[src/rtl/iu_pkg.sv]
// Shared definitions for the instruction-fetch unit: default sizes,
// fetch FSM state encoding and the instruction-word type.
package iu_pkg;

  localparam int unsigned DATA_W_DEF = 13;
  localparam int unsigned DEPTH_DEF  = 32;

  typedef enum logic [1:0] {
    ST_IDLE  = 2'd0,
    ST_FETCH = 2'd1,
    ST_HALT  = 2'd2
  } fetch_state_e;

  typedef logic [DATA_W_DEF-1:0] instr_word_t;

endpackage

[src/rtl/imem_fetch_array.sv]
// Instruction storage: DEPTH x DATA_W words, synchronous write and
// registered read. Contents survive reset; only the read register clears.
module imem_array
  import iu_pkg::*;
#(
  parameter  int unsigned DATA_W = DATA_W_DEF,
  parameter  int unsigned DEPTH  = DEPTH_DEF,
  localparam int unsigned ADDR_W = $clog2(DEPTH)
) (
  input  logic              clk_i,
  input  logic              clr_i,
  input  logic              we_i,
  input  logic [ADDR_W-1:0] waddr_i,
  input  logic [DATA_W-1:0] wdata_i,
  input  logic              re_i,
  input  logic [ADDR_W-1:0] raddr_i,
  output logic [DATA_W-1:0] rdata_o
);

  logic [DATA_W-1:0] mem_q [DEPTH] = '{default: '0};
  logic [DATA_W-1:0] rdata_q;

  always_ff @(posedge clk_i) begin
    if (we_i) begin
      mem_q[waddr_i] <= wdata_i;
    end
  end

  // Read register holds its value when re_i is low so the presented word stays stable.
  always_ff @(posedge clk_i) begin
    if (clr_i) begin
      rdata_q <= '0;
    end else if (re_i) begin
      rdata_q <= mem_q[raddr_i];
    end
  end

  assign rdata_o = rdata_q;

endmodule

[src/rtl/imem_fetch.sv]
// Instruction fetch unit: program-load port, PC/FSM and a valid/ready
// output stream fed from a registered-read instruction memory.
module imem_fetch
  import iu_pkg::*;
#(
  parameter  int unsigned DATA_W = DATA_W_DEF,
  parameter  int unsigned DEPTH  = DEPTH_DEF,
  parameter  int unsigned WRAP   = 0,
  localparam int unsigned ADDR_W = $clog2(DEPTH)
) (
  input  logic              clk,
  input  logic              reset,
  input  logic              load_en,
  input  logic [ADDR_W-1:0] load_addr,
  input  logic [DATA_W-1:0] load_data,
  output logic              load_err,
  input  logic              start,
  input  logic [ADDR_W-1:0] start_addr,
  input  logic              jump_en,
  input  logic [ADDR_W-1:0] jump_addr,
  output logic [DATA_W-1:0] instr,
  output logic [ADDR_W-1:0] instr_pc,
  output logic              instr_valid,
  input  logic              instr_ready,
  output logic              halted
);

  localparam logic [ADDR_W-1:0] LAST_PC = ADDR_W'(DEPTH - 1);

  fetch_state_e      state_q, state_d;
  logic [ADDR_W-1:0] pc_q, pc_d;
  logic              valid_q, valid_d;
  logic              halted_q, halted_d;
  logic              load_err_q, load_err_d;

  logic              wr_en;
  logic              rd_en;
  logic [ADDR_W-1:0] rd_addr;
  logic [ADDR_W-1:0] pc_inc;
  logic              xfer;

  assign xfer   = valid_q && instr_ready;
  assign pc_inc = pc_q + ADDR_W'(1);

  // pc_q always names the word being (or about to be) presented, so it doubles as instr_pc.
  always_comb begin
    state_d    = state_q;
    pc_d       = pc_q;
    valid_d    = valid_q;
    halted_d   = halted_q;
    load_err_d = 1'b0;
    wr_en      = 1'b0;
    rd_en      = 1'b0;
    rd_addr    = pc_q;

    case (state_q)
      ST_IDLE, ST_HALT: begin
        wr_en = load_en && !reset;
        if (start) begin
          state_d  = ST_FETCH;
          pc_d     = start_addr;
          valid_d  = 1'b1;
          halted_d = 1'b0;
          rd_en    = 1'b1;
          rd_addr  = start_addr;
        end
      end
      ST_FETCH: begin
        load_err_d = load_en;
        if (jump_en) begin
          pc_d    = jump_addr;
          valid_d = 1'b0;
        end else if (xfer) begin
          if (pc_q == LAST_PC && WRAP == 0) begin
            state_d  = ST_HALT;
            valid_d  = 1'b0;
            halted_d = 1'b1;
          end else begin
            pc_d    = pc_inc;
            valid_d = 1'b1;
            rd_en   = 1'b1;
            rd_addr = pc_inc;
          end
        end else if (!valid_q) begin
          // Refill after a jump bubble.
          valid_d = 1'b1;
          rd_en   = 1'b1;
          rd_addr = pc_q;
        end
      end
      default: begin
        state_d = ST_IDLE;
      end
    endcase
  end

  always_ff @(posedge clk) begin
    if (reset) begin
      state_q    <= ST_IDLE;
      pc_q       <= '0;
      valid_q    <= 1'b0;
      halted_q   <= 1'b0;
      load_err_q <= 1'b0;
    end else begin
      state_q    <= state_d;
      pc_q       <= pc_d;
      valid_q    <= valid_d;
      halted_q   <= halted_d;
      load_err_q <= load_err_d;
    end
  end

  imem_array #(
    .DATA_W (DATA_W),
    .DEPTH  (DEPTH)
  ) u_array (
    .clk_i   (clk),
    .clr_i   (reset),
    .we_i    (wr_en),
    .waddr_i (load_addr),
    .wdata_i (load_data),
    .re_i    (rd_en),
    .raddr_i (rd_addr),
    .rdata_o (instr)
  );

  assign instr_pc    = pc_q;
  assign instr_valid = valid_q;
  assign halted      = halted_q;
  assign load_err    = load_err_q;

endmodule

[config.mk]
export PLATFORM = sky130hd
export DESIGN_NAME = imem_fetch
export DESIGN_NICKNAME = d
export VERILOG_FILES = /design/src/rtl/iu_pkg.sv /design/src/rtl/imem_fetch_array.sv /design/src/rtl/imem_fetch.sv
export SDC_FILE = /design/constraint.sdc
export NUM_CORES = 1
export LEC_CHECK = 0
export ABC_AREA = 0
export CELL_PAD_IN_SITES_DETAIL_PLACEMENT = 1
export CELL_PAD_IN_SITES_GLOBAL_PLACEMENT = 1
export CORE_UTILIZATION = 56
export CTS_CLUSTER_DIAMETER = 120
export DETAILED_ROUTE_END_ITERATION = 7
export GPL_TIMING_DRIVEN = 0
export PLACE_DENSITY = 0.84
export SYNTH_ARGS = -nofsm -noshare
export SYNTH_HDL_FRONTEND = slang
export SYNTH_SLANG_ARGS = --single-unit
[constraint.sdc]
create_clock -name clk -period 6.12 [get_ports clk]
set_input_delay 1.224 -clock clk [delete_from_list [all_inputs] [get_ports clk]]
set_output_delay 1.224 -clock clk [all_outputs]
set_load 0.01 [all_outputs]
## After elaboration in Yosys (flattened, before gate mapping)

Memories as Yosys holds them, arrays and structs flattened. A register that Yosys moved wholly into a read port is not among the register bits.
Cells that the tools add are included.

| word-level totals | value |
|---|---|
| flip-flop bits (word level) | 10 |
| bits in writable memories | 416 |
| output and inout port bits | 21 |
| word-level logic and storage cells | 55 |
| memories kept | 1 |

Memory list:

| name | words | width | rd ports | clocked after memory_dff | wr ports | line | text |
|---|---|---|---|---|---|---|---|
| u_array.mem_q | 32 | 13 | 1 | 1 | 1 | imem_fetch_array.sv:20 | `logic [DATA_W-1:0] mem_q [DEPTH] = '{default: '0};` |

| cells by class | value |
|---|---|
| $add $sub $neg | 1 |
| equal/unequal tests | 7 |
| multiplexer cells | 30 |
| bitwise operators | 1 |
| reductions and logical operators | 10 |

Operators with widths:

| operator | number |
|---|---|
| 2-to-1 mux 5 bit | 5 |
| one-hot mux 5 bit (2 select lines) | 2 |
| 2-to-1 mux 1 bit | 15 |
| 2-to-1 mux 2 bit | 4 |
| != test 2 bit (second input constant) | 4 |
| one-hot mux 1 bit (2 select lines) | 3 |
| adder 5 x 1 -> 5 bit (second input constant) | 1 |
| equality test 5 bit (second input constant) | 1 |
| AND reduction 5 bit | 1 |
| one-hot mux 2 bit (2 select lines) | 1 |
| AND reduction 4 bit | 1 |
| OR reduction 2 bit | 2 |
| equality test 2 x 1 -> 1 bit (second input constant) | 1 |
| equality test 2 bit (second input constant) | 1 |
| logical AND 1 bit | 2 |
| zero test 2 bit | 1 |
| AND reduction 2 bit | 1 |
| nonzero test 2 bit | 1 |
| zero test 1 bit | 1 |
| NOT 1 bit | 1 |

## Longest topological paths before layout

Gate-level depths: netlist (run 1).

| depth | value |
|---|---|
| depth in word-level cells | 5 |
| mapped depth | 13 |
| mapped depth without buffers | 9 |

## By module

From an unflattened synthesis (run 1), not the netlist that was laid out.

| unflattened totals | value |
|---|---|
| cell total of the unflattened synthesis | 1030 |
| area, all modules | 17384.2 µm² |

By module, submodules not included:

| module | times used | cells an instance | area each (µm²) | sequential area each (µm²) |
|---|---|---|---|---|
| imem_array | 1 | 940 | 16698.5 | 12752.2 |
| imem_fetch | 1 | 90 | 685.7 | 200.2 |

## Worst setup path before layout (run 1)

No wires, ideal clock.

| timing | value |
|---|---|
| path type | input to register |
| start | in jump_en |
| end | reg u_array.rdata_q[2] (netlist: u_array.rdata_o[2]), read port of u_array.mem_q |
| arrival | 3.227 ns |
| data required time | 5.984 ns |
| slack | 2.757 ns |
| cell stages on the path | 10 |
| buffers on the path | 3 |
| cell sequence | and3b_1 and4_4 or4_1 buf_2 buf_6 and3_1 buf_2 a22o_1 a221oi_1 nand4_1 |

| on the way | value |
|---|---|
| cells in the longest elaborated chain, start to end | 2 |
| elaborated cells on any way between the ends | 4 |
| those cells by class | mux (4) |

RTL lines:

| element | line | text |
|---|---|---|
| start: declaration | imem_fetch.sv:19 | `input logic jump_en,` |
| 2-to-1 mux 5 bit or 2-to-1 mux 1 bit (tied branches) | imem_fetch.sv:70 | `if (jump_en) begin` |
| one-hot mux 5 bit (2 select lines) or one-hot mux 1 bit (2 select lines) (tied branches) | imem_fetch.sv:56 | `case (state_q)` |
| end: declaration | imem_fetch_array.sv:21 | `logic [DATA_W-1:0] rdata_q;` |

Parallel ways exist; a longest one is shown, timed or not.
A chain may end at the register's enable or synchronous reset.

## Final worst setup path (run 1)

| timing | value |
|---|---|
| start | in instr_ready |
| end | reg u_array.rdata_q[6] (netlist: u_array.rdata_o[6]), read port of u_array.mem_q |

| on the way | value |
|---|---|
| cells in the longest elaborated chain, start to end | 4 |
| elaborated cells on any way between the ends | 7 |
| those cells by class | mux (6); reduce/logical (1) |

RTL lines:

| element | line | text |
|---|---|---|
| start: declaration | imem_fetch.sv:24 | `input logic instr_ready,` |
| logical AND 1 bit (*) | imem_fetch.sv:42 | `assign xfer = valid_q && instr_ready;` |
| 2-to-1 mux 5 bit or 2-to-1 mux 1 bit (tied branches) | n/a |  |
| 2-to-1 mux 5 bit or 2-to-1 mux 1 bit (tied branches) | imem_fetch.sv:70 |  |
| one-hot mux 5 bit (2 select lines) or one-hot mux 1 bit (2 select lines) (tied branches) | imem_fetch.sv:56 |  |

Every way passes the cells marked *; elsewhere a longest branch is shown, timed or not.

==> results.md, run 1 <==
- Worst-margin pin slew: 1.39 ns
- Post-Layout Cell Count: 1,590
- CP max stage delay: 0.70 ns
- Worst Path Required: 6.50 ns
- Number of port buffers: 54
- Post-Syn Area per Cell: 16.3 µm²
- Final worst-path cycle share: 80.5%
- # resized after CTS: 0
- Total GRT Usage: 33.3%
- H-tree Lvls: 2
- DRC Markers: 0
- Crit. Startpoint: instr_ready
- RSZ-0062 raised after global routing: false
- Num ports: 55
- Final wirelength: 50,600 µm
- Layout Utilization: 66.2%
- PwrDens: 349 nW/µm²
- 1st-iter DRT viols: 1,159
- Multi-input gate area: 4060 µm²
- Std-Cell Rows: 63
- Top FF cell, synth: edfxtp_1
- CTS Root Buffer Type: clkbuf_16
- Core area: 30,000 µm²
- Max Cap Viol: 0
- Nets@finish: 1,198
- Register Area: 13,000 µm²
- Initial antenna violation count: 1
- Vias: 10,764
- First-pass DRT Iterations: 5
- Detail Route Antenna Nets: 0
- Peak supply drop: 0.259 mV
- Worst setup EP type: register
- Total stage count of the critical path: 10
- Remaining Overflow, GRT: 0
- Placed cells: 1,506
- Final WS setup: 1.19 ns
- Fin. max-slew vios: 0
- Fmax: 0.203 GHz
- RR Startpoint: instr_pc[0]$_SDFFE_PP0N_
- Routability cong.: 0.886
- Critical Path, Cell by Cell: clkdlybuf4s50_1, nand4b_1, mux2i_1, a21oi_1, clkbuf_1, clkbuf_1, mux4_2, a22o_1, a221oi_1, nand4_1
- Reg2reg path depth: 10
- Pwr Total: 6.91 mW
- Leak pwr: 6.44 nW
- Worst hold path class: register to register
- Post-DP HPWL: 32,500 µm
- Crit path capture: u_array.rdata_o[6]$_SDFFE_PP0P_
- Fin. Hold Viols: 0
- Syn_nets: 1,095
- Clock Tree Buf Depth: 3
- First-pass GRT wire length: 73,800 µm
- Asr flop ratio synth: 0%
- Place WS: 0.736 ns
- CP most frequent cell: clkbuf_1
- EDFF count, synth: 416
- Effective utilization at floorplan: 57.7%
- Synthesized cell area: 17,300 µm²
- Fin Setup TNS: 0 ns
- R2R Path End: u_array.rdata_o[6]$_SDFFE_PP0P_
- Fill cell count: 2,634
- Vias in the first global route: 11,044
- Die H: 178 µm
- Synth cell types: 55
- Buf+Inv Stages, Crit Path: 3
- Placed cell areas: 18,300 µm²
- Die ar.: 31,500 µm²
- WP data arrival: 5.31 ns
- Seq/Total Area, Yosys: 75.0%
- Via density: 6.77
- Reg clk slew, reported paths: 0.07 ns
- CP Launch Type: input port
- Fin Clk Skew: 0.0135 ns
- Top delay family on crit path: buffers and inverters
- Synth Instances: 1,060
- Largest net degree at the start of global routing: 33
- Hold_buf cts: 0
- Relative max-transition margin: 6.79%
- Reg-to-reg setup timing slack: 1.68 ns
- CTS tree: built
- CTS sink count: 439
- Crit Path Category: input port to register
- Final setup viols: 0
- Worst-Skew Late Latency: 0.55 ns
- YS warnings: 0
- CTS Buf Count: 44
- Ratio of cells with drive above 1 in the final layout: 14.4%
- Final Instance Area: 19,800 µm²
- #FFs+latches synth: 439
- Hold WS: 0.465 ns
- Post-layout minimum cycle time: 4.93 ns
- Status: completed
- Layout area overhead: 14.8%
- Top fanout value on the critical path: 10
- Die Wd: 178 µm
- Slowest stage cell, crit path: clkbuf_1
- Post-CTS Repair Setup Buffers: 0
- Drt wl/cell: 31.8 µm
flip-flops by register name, indices dropped and copies added, names as in the netlist:
register,count
instr_valid,1
u_array.rdata_o,13
halted,1
load_err,1
instr_pc,5
state_q,2
u_array.mem_q,416
cells in the mapped netlist (all sizes together), types with 2 or more instances:
cell / number / area share (%)
o21ai: 4 / 0.12
a211oi: 22 / 0.96
a311oi: 2 / 0.10
dfxtp: 23 / 2.7
nand4: 13 / 0.56
a2111oi: 2 / 0.10
a221oi: 10 / 0.54
nand4b: 3 / 0.15
and4: 2 / 0.12
a21o: 13 / 0.57
and3: 6 / 0.22
a211o: 2 / 0.10
nand2: 121 / 2.6
nor2b: 14 / 0.51
a21oi: 116 / 3.4
o211a: 2 / 0.12
nand3: 17 / 0.49
mux2: 4 / 0.26
o22ai: 2 / 0.072
nand2b: 7 / 0.25
nor3b: 2 / 0.087
clkbuf: 32 / 0.70
xnor2: 2 / 0.10
or4: 2 / 0.087
mux4: 50 / 6.5
a31oi: 4 / 0.14
edfxtp: 416 / 72
mux2i: 17 / 0.99
a22o: 12 / 0.61
nor3: 11 / 0.32
nor2: 47 / 1.0
or3: 2 / 0.072
nand3b: 4 / 0.17
buf: 31 / 1.0
a22oi: 30 / 1.3
how the worst min path moves through the flow:
stage                         from                  end  slack (ns)  cells after the start
3_5_place_dp   halted$_SDFFE_PP0P_  halted$_SDFFE_PP0P_        0.46                      2
6_report       halted$_SDFFE_PP0P_  halted$_SDFFE_PP0P_        0.47                      2
3_3_place_gp   halted$_SDFFE_PP0P_  halted$_SDFFE_PP0P_        0.45                      2
4_1_cts        halted$_SDFFE_PP0P_  halted$_SDFFE_PP0P_        0.47                      2
2_1_floorplan  halted$_SDFFE_PP0P_  halted$_SDFFE_PP0P_        0.48                      2
5_1_grt        halted$_SDFFE_PP0P_  halted$_SDFFE_PP0P_        0.50                      2
cells by family (layout without fill, tap and decap cells):
| logic type | after synthesis | in the layout | synth area share (%) |
|---|---|---|---|
| compound gates | 228 | 228 | 8.44 |
| xor+xnor | 2 | 2 | 0.101 |
| fa+ha+maj | 1 | 1 | 0.0724 |
| buf+inv | 64 | 202 | 1.72 |
| flops | 439 | 439 | 75.0 |
| mux | 71 | 71 | 7.77 |
| other cells | 0 | 2 | 0 |
| simple gates | 255 | 255 | 6.90 |
final cells by class:
cell class | instances | share of cell area (%)
Sequential cell | 439 | 65.3
Multi-Input combinational cell | 557 | 20.5
Clock buffer | 54 | 5.95
Timing Repair Buffer | 57 | 2.78
Tap cell | 390 | 2.46
Buffer | 63 | 1.48
Clock inverter | 27 | 1.44
Antenna cell | 2 | 0.0253
Inverter | 1 | 0.0189
power by group:
part           internal [mW]  switching [mW]  leakage (nW)
logic                  0.291           0.515          1.80
registers               3.32          0.0339          3.93
clock network           1.62            1.13         0.716
total                   5.24            1.68          6.44
worst min-delay path, cell delays in order, from the launching register on:
cell and delay (ns):
dfxtp_1 0.31, nand2_1 0.05, a21oi_1 0.06
cell usage in the layout (no fill, tap or decap), types with 12 or more instances in the layout:
cell type and count:
edfxtp_1 416, nand2_1 121, a21oi_1 116, clkdlybuf4s50_1 51, mux4_2 50, clkbuf_16 45
clkbuf_1 38, nor2_1 31, a22oi_1 30, buf_2 24, dfxtp_1 23, a211oi_1 22
nand3_1 17, mux2i_1 17, nor2_2 16, nor2b_1 14, a21o_1 13, nand4_1 12
a22o_1 12
metal layers:
layer / global-route usage (%) / vias up / wire length, µm
met1: 43.9 / 5504 / 19100
li1: - / 4415 / -
met4: 14.6 / 0 / 2250
met3: 7.20 / 153 / 4660
met2: 53.6 / 692 / 24600
met5: 0 / - / 0
Note: power is estimated with default switching activity, not from simulation.
==> run 2: changes to the inputs <==
CORE_UTILIZATION = 52   (was 56)
PLACE_DENSITY = 0.79   (was 0.84)
clock period = 4.95 ns   (was 6.12 ns; I/O delays follow)
==> run 2 against run 1 <==
  * Sequential cell count unchanged
  * Combinational power increased by 21%
  * Routed wire length shrank 3.4%
  * First-iteration DRC count grew 10%
  * Clock skew up 0.014 ns
  * Utilization is 5.6 points lower
  * Sequential power rose by 24%
  * Cell count up 3.3%
  * Cell area fell by 0.31%
  * Critical path type unchanged
  * Critical endpoint is now u_array.rdata_o[5]$_SDFFE_PP0P_
  * Largest power group unchanged
  * Highest routed layer unchanged
==> results.md, run 2 (synthesis results as in run 1) <==
- Die Wd: 184 µm (+3.7%)
- # diodes: 0 (-2)
- Relative max-transition margin: 3.08% (-3.7 points)
- RR Startpoint: instr_pc[0]$_SDFFE_PP0N_
- 1st-iter DRT viols: 1,276 (+10%)
- Final Instance Area: 19,800 µm² (-0.31%)
- # resized after CTS: 0 (unchanged)
- DRC Markers: 0 (unchanged)
- Clock Tree Buf Depth: 3 (unchanged)
- Effective utilization at floorplan: 52.9% (-4.7 points)
- Final wirelength: 48,900 µm (-3.4%)
- Reg2reg path depth: 10 (unchanged)
- First-pass DRT Iterations: 5 (unchanged)
- Number of port buffers: 54 (unchanged)
- Total GRT Usage: 29.7% (-3.5 points)
- CP max stage delay: 0.68 ns (-0.02 ns)
- Crit Path Category: input port to register
- P_int: 6.25 mW (+19%)
- Hold path depth: 2 (unchanged)
- Comb pwr share: 11.8% (about the same)
- Vias in the first global route: 10,943 (-0.91%)
- Fin. max-slew vios: 0 (unchanged)
- Most frequent cells in the layout: edfxtp_1, nand2_1, a21oi_1
- Placed cell areas: 18,400 µm² (+0.33%)
- PwrDens: 420 nW/µm² (+20%)
- Pwr Total: 8.29 mW (+20%)
- CP Launch Type: input port
- Critical Path, Cell by Cell: clkdlybuf4s50_1, nand4b_1, mux2i_1, a21oi_1, clkbuf_1, clkbuf_1, mux4_2, a22o_1, a221oi_1, nand4_1
- Peak supply drop: 0.343 mV (+32%)
- Hold_buf cts: 0 (unchanged)
- Post-CTS Repair Setup Buffers: 0 (unchanged)
- Hold Crit Start: halted$_SDFFE_PP0P_
- Initial antenna violation count: 0 (-1)
- Detail Route Antenna Nets: 0 (unchanged)
- Fmax: 0.230 GHz
- Via density: 6.40 (-5.4%)
- WP data arrival: 4.77 ns (-0.54 ns)
- Commonest non-fill, non-tap cell in the layout: edfxtp_1
- H-tree Lvls: 2 (unchanged)
- Worst-margin pin slew: 1.45 ns (+0.0555 ns)
- Layout area overhead: 14.4%
- Final worst-path cycle share: 87.8%
- Largest register FFs: 416 (unchanged)
- Worst setup EP type: register
- Slowest stage cell, crit path: clkbuf_1
- Num ports: 55 (unchanged)
- CTS sink count: 439 (unchanged)
- Post-DP HPWL: 31,600 µm (-2.8%)
- CTS tree: built
- Final setup viols: 0 (unchanged)
- Net Sw Power: 2.04 mW (+22%)
- Fin. Hold Viols: 0 (unchanged)
- Fin Clk Skew: 0.0272 ns (+0.0137 ns)
- Max Cap Viol: 0 (unchanged)
- Worst-Skew Late Latency: 0.57 ns (+0.02 ns)
- CTS Buf Count: 43 (-2.3%)
- Vias: 10,513 (-2.3%)
- Std-Cell Rows: 66 (+4.8%)
- Largest register by flop count: u_array.mem_q
- First-pass GRT wire length: 71,600 µm (-3.0%)
- Seq pwr share: 49.9% (+1.4 points)
- Fill cell count: 2,957 (+12%)
- Status: completed
- Top fanout value on the critical path: 10 (unchanged)
- Fin Setup TNS: 0 ns (unchanged)
- Clock power share: 38.3% (-1.5 points)
- Core area: 32,600 µm² (+8.9%)
- RSZ-0062 raised after global routing: false
- Switching portion of total power: 24.6% (+0.35 points)
- Ratio of cells with drive above 1 in the final layout: 13.8% (-0.52 points)
- Die ar.: 33,900 µm² (+7.6%)
- CP most frequent cell: clkbuf_1
- Largest net degree at the start of global routing: 33 (unchanged)
- Routability cong.: 0.912 (+2.9%)
- Leak pwr: 6.40 nW (-0.65%)
- Remaining Overflow, GRT: 0 (unchanged)
- Worst hold path class: register to register
- Crit. Startpoint: instr_ready
- Drt wl/cell: 29.8 µm (-6.5%)
- CTS Root Buffer Type: clkbuf_16
- Worst Path Required: 5.38 ns (-1.12 ns)
- Post-layout minimum cycle time: 4.34 ns
- Nets@finish: 1,200 (+0.17%)
- Die H: 184 µm (+3.7%)
- Reg clk slew, reported paths: 0.06 ns (about the same)
## run 2: cell count changes in the layout (fill, tap and decap cells not counted), sizes merged
cell,delta
buf,+5
bufinv,-3
clkbuf,+2
clkdlybuf4s50,-3
clkinv,+2
diode,-2
inv,-1
## run 2: critical path: cells and delay by family
kind,cells,cell delay (ns)
buffers and inverters,3,1.86
and+or+nand+nor,2,0.28
AOI/OAI and AO/OA,3,1.06
muxes,2,0.58
## run 2: final cells by class
cell class	count	area [µm²]	share of cell area [%]
sequential	439	13000	65.6
multi-input combinational	557	4050	20.5
clock buffer	55	1140	5.78
timing repair buffer	60	566	2.86
tap	442	553	2.80
buffer	63	294	1.49
clock inverter	25	203	1.03
inverter	1	3.75	0.0190
## run 2: metrics by stage
step | util, % | instances | hold slack, ns | worst slack (ns)
6_report | 60.6 | 1642 | 0.475 | 0.606
3_3_place_gp | 56.3 | 1556 | 0.451 | 0.108
4_1_cts | 60.5 | 1638 | 0.480 | 0.632
5_1_grt | 60.6 | 1642 | 0.509 | 0.391
2_1_floorplan | - | 1060 | 0.481 | 1.82
3_5_place_dp | 56.4 | 1558 | 0.471 | 0.0544
## run 2: final timing paths
kind	endpoint	slack, ns
max	u_array.rdata_o[5]$_SDFFE_PP0P_	0.61
min	halted$_SDFFE_PP0P_	0.47
max reg2reg	u_array.rdata_o[5]$_SDFFE_PP0P_	0.84
min reg2reg	halted$_SDFFE_PP0P_	0.47
## run 2: power by group through the flow
| stage | sequential, mW | clock [mW] | combinational (mW) |
|---|---|---|---|
| floorplan | 4.21 | 0 | 0.547 |
| global placement | 4.22 | 0 | 0.926 |
| detailed placement | 4.22 | 0 | 0.963 |
| CTS | 4.14 | 3.20 | 0.976 |
| global route | 4.14 | 3.31 | 1.04 |
| finish | 4.14 | 3.18 | 0.977 |
## run 2: layer usage
metal  up-vias  track usage [%]  share of wire (%)
met4         0             12.1                3.9
met1      5464             40.0                 40
met2       528             48.5                 49
met3       112             5.06                7.7
li1       4409                -                  -
met5         -                0                  0
